`config.mk`:
```
export PLATFORM = sky130hd
export DESIGN_NAME = mul_batch_engine
export DESIGN_NICKNAME = d
export VERILOG_FILES = /design/src/rtl/mul_batch_pkg.sv /design/src/rtl/mul_batch_engine_booth.sv /design/src/rtl/mul_batch_engine.sv
export SDC_FILE = /design/constraint.sdc
export NUM_CORES = 1
export LEC_CHECK = 0
export BUFFER_PORTS_ARGS = -buffer_cell sky130_fd_sc_hd__buf_2
export CAP_MARGIN = 20
export CELL_PAD_IN_SITES_DETAIL_PLACEMENT = 2
export CELL_PAD_IN_SITES_GLOBAL_PLACEMENT = 2
export CORE_ASPECT_RATIO = 1.75
export CORE_UTILIZATION = 40
export CTS_CLUSTER_SIZE = 40
export DETAILED_ROUTE_END_ITERATION = 12
export PLACE_DENSITY_LB_ADDON = 0.1
export SLEW_MARGIN = 10
export SYNTH_ARGS = -nofsm -noshare
export SYNTH_HDL_FRONTEND = slang
export SYNTH_SLANG_ARGS = --single-unit
```
`constraint.sdc`:
```
create_clock -name clk -period 8.2 [get_ports clk]
set_input_delay 0.82 -clock clk [delete_from_list [all_inputs] [get_ports clk]]
set_output_delay 0.82 -clock clk [all_outputs]
set_load 0.1 [all_outputs]
```
`src/rtl/mul_batch_pkg.sv`:
```
`default_nettype none
// ============================================================================
// Module   : mul_batch_pkg
// Purpose  : Shared constants, FSM state encodings and the radix-2 Booth step
//            used by the batch multiply engine and its multiplier core.
// Ports    : none (package)
// Revision : 1.0 - initial release
// ============================================================================
package mul_batch_pkg;

  // Operand and product widths of the Booth datapath
  localparam int OP_W   = 16;
  localparam int PROD_W = 32;
  // Upper half of the Booth register carries one guard bit so that
  // subtracting a -32768 multiplicand cannot overflow.
  localparam int ACC_W  = OP_W + 1;
  // Full Booth working register: {acc, q, q_minus_1}
  localparam int STEP_W = ACC_W + OP_W + 1;

  // Default engine configuration
  localparam int NUM_PAIRS_DEF = 16;
  localparam int OP_BASE_DEF   = 0;
  localparam int PROD_BASE_DEF = 64;
  localparam int ADDR_W_DEF    = 8;

  // Engine FSM state encodings
  localparam logic [2:0] ST_IDLE  = 3'd0;
  localparam logic [2:0] ST_LOAD  = 3'd1;
  localparam logic [2:0] ST_MUL   = 3'd2;
  localparam logic [2:0] ST_STORE = 3'd3;
  localparam logic [2:0] ST_DONE  = 3'd4;

  // One Booth iteration: look at {q0, q-1}, add or subtract the
  // sign-extended multiplicand into acc, then shift the whole
  // {acc, q, q-1} register right arithmetically by one.
  function automatic logic [STEP_W-1:0] booth_step(
    input logic [STEP_W-1:0] s,
    input logic [OP_W-1:0]   m
  );
    logic [ACC_W-1:0] acc;
    logic [ACC_W-1:0] m_ext;
    m_ext = {m[OP_W-1], m};
    acc   = s[STEP_W-1 -: ACC_W];
    case (s[1:0])
      2'b01:   acc = acc + m_ext;
      2'b10:   acc = acc - m_ext;
      default: acc = acc;
    endcase
    return {acc[ACC_W-1], acc, s[OP_W:1]};
  endfunction

endpackage
`default_nettype wire

```
`src/rtl/mul_batch_engine_booth.sv`:
```
`default_nettype none
// ============================================================================
// Module   : booth_mul16
// Purpose  : Sequential radix-2 Booth multiplier, signed 16x16 -> 32.
//            One Booth step per cycle; the first step is taken on the same
//            edge that loads the operands, so valid pulses exactly 16 cycles
//            after go.
// Ports    : clk   - clock
//            rst_n - asynchronous active-low reset
//            go    - load a/b and start (restarts an in-flight multiply)
//            a     - signed multiplicand
//            b     - signed multiplier
//            busy  - steps still outstanding
//            valid - one-cycle pulse, p holds the finished product
//            p     - signed product, held until the next go
// Revision : 1.0 - initial release
// ============================================================================
module booth_mul16
  import mul_batch_pkg::*;
(
  input  logic                     clk,
  input  logic                     rst_n,
  input  logic                     go,
  input  logic signed [OP_W-1:0]   a,
  input  logic signed [OP_W-1:0]   b,
  output logic                     busy,
  output logic                     valid,
  output logic signed [PROD_W-1:0] p
);

  localparam int CNT_W = $clog2(OP_W);

  logic [STEP_W-1:0] s_q,     s_d;
  logic [OP_W-1:0]   m_q,     m_d;
  logic [CNT_W-1:0]  step_q,  step_d;
  logic              busy_q,  busy_d;
  logic              valid_q, valid_d;

  always_comb begin
    s_d     = s_q;
    m_d     = m_q;
    step_d  = step_q;
    busy_d  = busy_q;
    valid_d = 1'b0;
    if (go) begin
      m_d    = a;
      s_d    = booth_step({{ACC_W{1'b0}}, b, 1'b0}, a);
      step_d = '0;
      busy_d = 1'b1;
    end else if (busy_q) begin
      s_d    = booth_step(s_q, m_q);
      step_d = step_q + CNT_W'(1);
      // The go edge already did step 1; this is the 16th and last step.
      if (step_q == CNT_W'(OP_W - 2)) begin
        busy_d  = 1'b0;
        valid_d = 1'b1;
      end
    end
  end

  always_ff @(posedge clk or negedge rst_n) begin
    if (!rst_n) begin
      s_q     <= '0;
      m_q     <= '0;
      step_q  <= '0;
      busy_q  <= 1'b0;
      valid_q <= 1'b0;
    end else begin
      s_q     <= s_d;
      m_q     <= m_d;
      step_q  <= step_d;
      busy_q  <= busy_d;
      valid_q <= valid_d;
    end
  end

  assign busy  = busy_q;
  assign valid = valid_q;
  // Low 32 bits of the 33-bit {acc, q} result
  assign p     = s_q[PROD_W:1];

endmodule
`default_nettype wire

```
`src/rtl/mul_batch_engine.sv`:
```
`default_nettype none
// ============================================================================
// Module   : mul_batch_engine
// Purpose  : Reads NUM_PAIRS pairs of big-endian signed 16-bit operands from
//            byte memory, multiplies each pair with booth_mul16 and writes
//            the 32-bit products back big-endian, then raises done.
//            Each pair takes 4 LOAD + 16 MUL + 4 STORE = 24 cycles.
// Ports    : clk       - clock
//            rst_n     - asynchronous active-low reset
//            start     - high = hold/clear, low = run
//            done      - high once every product has been written
//            mem_addr  - byte address to data memory
//            mem_rdata - combinational read data of mem_addr
//            mem_wdata - write byte
//            mem_we    - write enable (memory writes on rising edge)
// Revision : 1.0 - initial release
// ============================================================================
module mul_batch_engine
  import mul_batch_pkg::*;
#(
  parameter int NUM_PAIRS = NUM_PAIRS_DEF,
  parameter int OP_BASE   = OP_BASE_DEF,
  parameter int PROD_BASE = PROD_BASE_DEF,
  parameter int ADDR_W    = ADDR_W_DEF
) (
  input  logic              clk,
  input  logic              rst_n,
  input  logic              start,
  output logic              done,
  output logic [ADDR_W-1:0] mem_addr,
  input  logic [7:0]        mem_rdata,
  output logic [7:0]        mem_wdata,
  output logic              mem_we
);

  localparam int PAIR_W = (NUM_PAIRS > 1) ? $clog2(NUM_PAIRS) : 1;

  logic [2:0]        state_q, state_d;
  logic [PAIR_W-1:0] pair_q,  pair_d;
  logic [1:0]        k_q,     k_d;
  logic [7:0]        a_hi_q,  a_hi_d;
  logic [7:0]        a_lo_q,  a_lo_d;
  logic [7:0]        b_hi_q,  b_hi_d;

  logic                     mul_go;
  logic                     mul_busy;
  logic                     mul_valid;
  logic                     mul_done;
  logic signed [PROD_W-1:0] mul_p;
  logic [ADDR_W-1:0]        byte_off;

  // The last operand byte is fed straight from memory on the go cycle, so
  // the multiplier starts on the edge that ends LOAD.
  booth_mul16 u_booth (
    .clk   (clk),
    .rst_n (rst_n),
    .go    (mul_go),
    .a     ({a_hi_q, a_lo_q}),
    .b     ({b_hi_q, mem_rdata}),
    .busy  (mul_busy),
    .valid (mul_valid),
    .p     (mul_p)
  );

  assign mul_done = mul_valid & ~mul_busy;

  // 4*pair + k; address arithmetic wraps at 2^ADDR_W
  assign byte_off = ADDR_W'({pair_q, k_q});

  always_comb begin
    state_d = state_q;
    pair_d  = pair_q;
    k_d     = k_q;
    a_hi_d  = a_hi_q;
    a_lo_d  = a_lo_q;
    b_hi_d  = b_hi_q;
    mul_go  = 1'b0;
    case (state_q)
      ST_IDLE: begin
        if (!start) begin
          state_d = ST_LOAD;
          pair_d  = '0;
          k_d     = '0;
        end
      end
      ST_LOAD: begin
        if (start) begin
          state_d = ST_IDLE;
        end else begin
          case (k_q)
            2'd0:    a_hi_d = mem_rdata;
            2'd1:    a_lo_d = mem_rdata;
            2'd2:    b_hi_d = mem_rdata;
            default: mul_go = 1'b1;
          endcase
          k_d = k_q + 2'd1;
          if (k_q == 2'd3) begin
            state_d = ST_MUL;
          end
        end
      end
      ST_MUL: begin
        if (start) begin
          state_d = ST_IDLE;
        end else if (mul_done) begin
          state_d = ST_STORE;
          k_d     = '0;
        end
      end
      ST_STORE: begin
        if (start) begin
          state_d = ST_IDLE;
        end else begin
          k_d = k_q + 2'd1;
          if (k_q == 2'd3) begin
            if (pair_q == PAIR_W'(NUM_PAIRS - 1)) begin
              state_d = ST_DONE;
            end else begin
              pair_d  = pair_q + PAIR_W'(1);
              state_d = ST_LOAD;
            end
          end
        end
      end
      ST_DONE: begin
        if (start) begin
          state_d = ST_IDLE;
        end
      end
      default: state_d = ST_IDLE;
    endcase
  end

  // Memory interface decoded from state so that an async reset clears
  // mem_we/mem_addr/mem_wdata immediately.
  always_comb begin
    mem_addr  = '0;
    mem_wdata = '0;
    mem_we    = 1'b0;
    case (state_q)
      ST_LOAD: mem_addr = ADDR_W'(OP_BASE) + byte_off;
      ST_STORE: begin
        mem_addr = ADDR_W'(PROD_BASE) + byte_off;
        mem_we   = 1'b1;
        case (k_q)
          2'd0:    mem_wdata = mul_p[31:24];
          2'd1:    mem_wdata = mul_p[23:16];
          2'd2:    mem_wdata = mul_p[15:8];
          default: mem_wdata = mul_p[7:0];
        endcase
      end
      default: mem_addr = '0;
    endcase
  end

  assign done = (state_q == ST_DONE);

  always_ff @(posedge clk or negedge rst_n) begin
    if (!rst_n) begin
      state_q <= ST_IDLE;
      pair_q  <= '0;
      k_q     <= '0;
      a_hi_q  <= '0;
      a_lo_q  <= '0;
      b_hi_q  <= '0;
    end else begin
      state_q <= state_d;
      pair_q  <= pair_d;
      k_q     <= k_d;
      a_hi_q  <= a_hi_d;
      a_lo_q  <= a_lo_d;
      b_hi_q  <= b_hi_d;
    end
  end

endmodule
`default_nettype wire

```
==> results of run 1 <==
-- critical path, delay by kind of cell (launching register included) --
kind                       cells  cell delay, ns
DFF                            1            0.44
AOI/OAI and AO/OA              5            0.94
adders and majority gates      1            0.44
xor gates and xnor gates       2            0.35
and+or+nand+nor                6            1.59
-- through the flow --
step	area, sq um	hold WS, ns	util [%]
6_report	6150	0.341	44.4
5_1_grt	6150	0.361	44.4
4_1_cts	6150	0.347	44.4
3_5_place_dp	5860	0.469	42.4
3_3_place_gp	5860	0.457	42.4
2_1_floorplan	5630	0.444	-
-- layer usage --
layer	GRT usage (%)	wire length, um
met2	49.2	10100
met3	3.40	318
met5	0	0
met1	30.8	7390
met4	14.3	886
-- layout make-up --
cell class / count / area, sq um / share of cell area (%)
Timing Repair Buffer: 30 / 160 / 2.61
Inverter: 18 / 67.6 / 1.10
Sequential cell: 88 / 2200 / 35.9
Multi-Input combinational cell: 480 / 3210 / 52.3
Clock buffer: 10 / 229 / 3.73
Tap cell: 177 / 221 / 3.60
Clock inverter: 6 / 52.6 / 0.855
-- kinds of logic after synthesis --
kind of cell    Yosys count  share of synthesized area, %
other cells               1                        0.0666
simple gates            220                          18.7
flops                    88                          39.1
buf+inv                  51                          3.78
mux                      47                          8.92
compound gates          140                          16.3
xor+xnor                 45                          7.00
fa+ha+maj                27                          6.14
-- state kept, by name, indices dropped and copies added, names as in the netlist --
register        flops
u_booth.m_q        16
u_booth.s_q        33
b_hi_q              8
u_booth.valid       1
a_hi_q              8
u_booth.busy        1
state_q             3
u_booth.step_q      4
k_q                 2
a_lo_q              8
pair_q              4
-- cell usage in the layout (no fill, tap or decap), types with 4 or more instances in the layout --
cell,n
nand2b_1,6
buf_4,4
nand3_1,12
xnor2_1,32
nor2_1,52
inv_1,18
a222oi_1,8
a31oi_1,6
o22ai_1,7
mux2i_1,22
nor3_1,14
xor2_1,13
a21oi_1,37
mux2_2,25
clkbuf_16,9
nand2_1,98
o21ai_0,39
and3_1,4
and2_1,6
o211ai_1,6
buf_2,26
a21o_1,5
ha_1,26
dfrtp_1,87
or3_1,4
-- worst max-delay path by stage --
stage / startpoint / endpoint / cells after the start / slack [ns]
CTS: u_booth.m_q[3]$_DFFE_PN0P_ / u_booth.s_q[32]$_DFFE_PN0P_ / 14 / 4.29
detailed placement: u_booth.m_q[3]$_DFFE_PN0P_ / u_booth.s_q[32]$_DFFE_PN0P_ / 14 / 4.33
finish: u_booth.m_q[3]$_DFFE_PN0P_ / u_booth.s_q[32]$_DFFE_PN0P_ / 14 / 4.27
floorplan: state_q[2]$_DFFE_PN0P_ / done / 2 / 4.50
global placement: u_booth.m_q[3]$_DFFE_PN0P_ / u_booth.s_q[32]$_DFFE_PN0P_ / 13 / 4.45
global route: u_booth.m_q[3]$_DFFE_PN0P_ / u_booth.s_q[32]$_DFFE_PN0P_ / 14 / 4.04
==> flow_summary.toml, run 1 <==
[global_route]
grt_pass1_wl_mm = 30.0
grt_util_all_layers_pct = 27.3
grt_max_degree = 73
grt.overflow.total = 0
antenna_found_initial = 0
grt_pass1_vias = 5347

[floorplan]
die_h_um = 159
rows = 57
initial_utilization_pct = 40.7
ioPinCount = 29
design.core.area_sq_um = 13800
dieArea_sq_um = 14600
die_x_um = 91.7

[timing]
fin_ws_ns = 4.27
max_freq_mhz = 255
fin_crit_ns = 3.93
maxSlewViolCount = 0
finalCritPeriodShare_pct = 47.9
setup_tns_ns = 0
finClkSkew_ns = 0.00736
rsz0062_at_grt = "false"
finalHoldViolCount = 0
setup_violations = 0
relSlewSlack_pct = 35.5
tightest_slew_ns = 0.968

[layout]
stdcell_count = 809
drive_gt1_share_pct = 13.9
area_delta_synth_final_pct = 9.23
fin_nets = 665
num-fill-cells = 1549
diodes = 0

[drt]
ant_nets = 0
viasPerCell = 5.87
drc = 0
first_pass_iters = 4
wire_per_inst_um = 23.1
wl_mm = 18.7
drt_iter0_drc = 262
vias = 4747

[synth]
synth_top_cells_by_count = "98 x nand2_1, 88 x dfrtp_1, 52 x nor2_1"
synth_edf_count = 0
synth_seq_cells = 88
synth_top_cell_by_area = "dfrtp_1"
yosysTopAreaCellShare_pct = 39.1
ys.warnings.count = 0
syn-num-nets = 657
yosysMostFrequentCell = "nand2_1"
yosys-top-cells-area = "dfrtp_1 39%, nand2_1 6.5%, ha_1 5.8%"
synthArstFlopShare_pct = 100
synthCells = 619
ys_seq_area_share_pct = 39.1
netlist_area_sq_um = 5630
synthFlopType = "dfrtp_1"
yosysUniqueCellTypes = 67
syn_area_per_cell_sq_um = 9.09

[critical_path]
worst_r2r_endpoint = "u_booth.s_q[32]$_DFFE_PN0P_"
cp_data_required_time_ns = 8.38
r2r_start = "u_booth.m_q[3]$_DFFE_PN0P_"
crit_type = "reg2reg"
cp_max_fo = 7
reg2reg_depth = 14
r2r_setup_slack_ns = 4.27
crit_chain = "nor3_1 -> nand2b_1 -> or3_1 -> nor4_2 -> nor2_1 -> xnor2_1 -> ha_1 -> and3_1 -> o211ai_1 -> a21o_1 -> a2111oi_1 -> a211oi_1 -> xor2_1 -> o32ai_1"
crit_path_start_kind = "flip-flop"
crit_arrival_ns = 4.11
slowest_stage = "dfrtp_1"
cp_slowest_stage_delay_ns = 0.44
cp-end-kind = "flip-flop"

[cts]
cts-resized-gates = 0
numCtsBuffers = 9
clock-root-buffer = "clkbuf_16"
clock_sinks = 88
clk_pin_slew_ns = 0.07
cts.htree.levels = 3
max-clock-path-buffers = 2
tritoncts = "built"
holdBufCountCts = 0
clock_latency_ns = 0.35
post-cts-setup-buffers = 0

[place]
port-buffer-count = 27
dpl_worst_slack_ns = 4.33
place_congestion = 0.842
post-place-cells = 793
dp_hpwl_mm = 14.2

[job]
max-cap-violations = 0

[outcome]
status = "completed"

[min_path]
hp-class = "in2async"
Power of run 1 is left out: the tool's default activity adds up to more than one toggle a clock period on the data nets, which glitch-free logic cannot reach.
==> run 2, diff against run 1 <==
--- a/config.mk
+++ b/config.mk
@@ -10,7 +10,7 @@
 export CELL_PAD_IN_SITES_DETAIL_PLACEMENT = 2
 export CELL_PAD_IN_SITES_GLOBAL_PLACEMENT = 2
 export CORE_ASPECT_RATIO = 1.75
-export CORE_UTILIZATION = 40
+export CORE_UTILIZATION = 35
 export CTS_CLUSTER_SIZE = 40
 export DETAILED_ROUTE_END_ITERATION = 12
 export PLACE_DENSITY_LB_ADDON = 0.1
==> constraint.sdc (replaced) <==
create_clock -name clk -period 3.28 [get_ports clk]
set_input_delay 0.328 -clock clk [delete_from_list [all_inputs] [get_ports clk]]
set_output_delay 0.328 -clock clk [all_outputs]
set_load 0.1 [all_outputs]
==> run 2 against run 1 <==
Net effect:
- the run now ends with setup timing left
- flip-flop and latch count did not move
- first-iteration DRC count fell by 26%
- cell area rose by 11%
- routed wire length rose by 7.6%
- core utilization fell by 1.1 points
- largest cell class unchanged
==> flow_summary.toml, run 2 (same netlist as run 1, synthesis figures left out) <==
[timing]
max_freq_mhz = 300
setup_violations = 1
rsz0062_at_grt = "true"
fin_crit_ns = 3.33
finalCritPeriodShare_pct = 102
fin_ws_ns = -0.0494
relSlewSlack_pct = 38.7
maxSlewViolCount = 0
tightest_slew_ns = 0.920
finalHoldViolCount = 0
finClkSkew_ns = 0.00926
setup_tns_ns = -0.0494

[cts]
clock-root-buffer = "clkbuf_16"
tritoncts = "built"
clk_pin_slew_ns = 0.07
clock_sinks = 88
holdBufCountCts = 0
cts.htree.levels = 3
clock_latency_ns = 0.35
numCtsBuffers = 9
max-clock-path-buffers = 2

[layout]
num-fill-cells = 1723
largest_register = "u_booth.s_q"
largest_reg_flops = 33
drive_gt1_share_pct = 25.0
layout_common_cells = "97 x nand2_1, 87 x dfrtp_1, 51 x nor2_1, 49 x buf_4, 37 x o21ai_0"
area_delta_synth_final_pct = 21.7
diodes = 0
utilization_pct = 43.3
reg_top3 = "u_booth.s_q (33), u_booth.m_q (16)"
layout_commonest_cell = "nand2_1"
final_cell_area_sq_um = 6850
fin_nets = 716

[drt]
vias = 4939
first_pass_iters = 4
wl_mm = 20.1
wire_per_inst_um = 23.1
drc = 0
viasPerCell = 5.66
drt_iter0_drc = 193
ant_nets = 0

[floorplan]
die_h_um = 170
rows = 61
design.core.area_sq_um = 15800
ioPinCount = 29
dieArea_sq_um = 16600
initial_utilization_pct = 35.6
die_x_um = 97.8

[global_route]
grt_util_all_layers_pct = 25.2
grt_max_degree = 73
antenna_found_initial = 0
grt.overflow.total = 0
grt_pass1_wl_mm = 31.3
grt_pass1_vias = 5454

[critical_path]
crit_arrival_ns = 3.55
reg2reg_depth = 15
cp-end-kind = "flip-flop"
crit_path_start_kind = "flip-flop"
crit_type = "reg2reg"
cp_data_required_time_ns = 3.50
cp_max_fo = 5

[min_path]
hp-class = "in2async"

[place]
placed_cell_area_sq_um = 6250
dp_hpwl_mm = 15.2
port-buffer-count = 27
place_congestion = 0.824

[outcome]
violations = "setup timing"
status = "finished with violations"

[job]
max-cap-violations = 0
run 2: area by class of cell:
| type | instances | area, sq um | share of cell area, % |
|---|---|---|---|
| Sequential cell | 88 | 2200 | 32.2 |
| Clock buffer | 10 | 229 | 3.34 |
| Clock inverter | 6 | 67.6 | 0.987 |
| Tap cell | 189 | 236 | 3.45 |
| Multi-Input combinational cell | 480 | 3450 | 50.4 |
| Inverter | 18 | 67.6 | 0.987 |
| Timing Repair Buffer | 81 | 592 | 8.65 |
run 2: stage by stage:
stage               worst slack, ns  cells  hold WS [ns]
finish                      -0.0494    872        0.0952
global route                 -0.220    872         0.159
floorplan                    0.0749    619        0.0324
global placement             -0.147    849         0.455
CTS                          -0.103    868         0.147
detailed placement           -0.297    849         0.475
run 2: worst paths after layout:
| check | from | endpoint | slack [ns] |
|---|---|---|---|
| setup / recovery | u_booth.m_q[2]$_DFFE_PN0P_ | u_booth.s_q[32]$_DFFE_PN0P_ | -0.05 |
| hold / removal | rst_n | u_booth.m_q[10]$_DFFE_PN0P_ | 0.1 |
| setup reg to reg | u_booth.m_q[2]$_DFFE_PN0P_ | u_booth.s_q[32]$_DFFE_PN0P_ | -0.05 |
| hold reg to reg | b_hi_q[3]$_DFFE_PN0P_ | u_booth.s_q[11]$_DFFE_PN0P_ | 0.49 |
| max in group asynchronous | rst_n | a_lo_q[6]$_DFFE_PN0P_ | 2.53 |
| min in group clk | mem_rdata[7] | u_booth.s_q[7]$_DFFE_PN0P_ | 0.27 |
run 2: layer usage:
layer,global-route usage (%),up-vias,share of wire [%]
li1,-,2300,-
met3,2.64,37,1.5
met1,26.9,2537,38
met5,0,-,0
met2,49.3,65,57
met4,10.9,0,4.0
run 2: worst max-delay path, cell delays in order (launching register included):
cell and delay (ns):
dfrtp_1 0.39, nor3_2 0.23, nand2b_1 0.13, or3_4 0.37, nor3b_4 0.22, a21oi_2 0.09, xnor2_2 0.15, ha_2 0.33
a21oi_2 0.22, nand2_1 0.12, a221oi_4 0.27, buf_4 0.16, a2111oi_4 0.07, a211oi_2 0.18, xor2_1 0.17, o32ai_1 0.10
run 2: what timing repair did:
item / in CTS / in global routing
setup buffers: 3 / 4
gates resized for setup: 13 / 34
pin swaps: 10 / 15
endpoints found under the setup margin: 6 / 9
Power of run 2 is left out for the same reason.
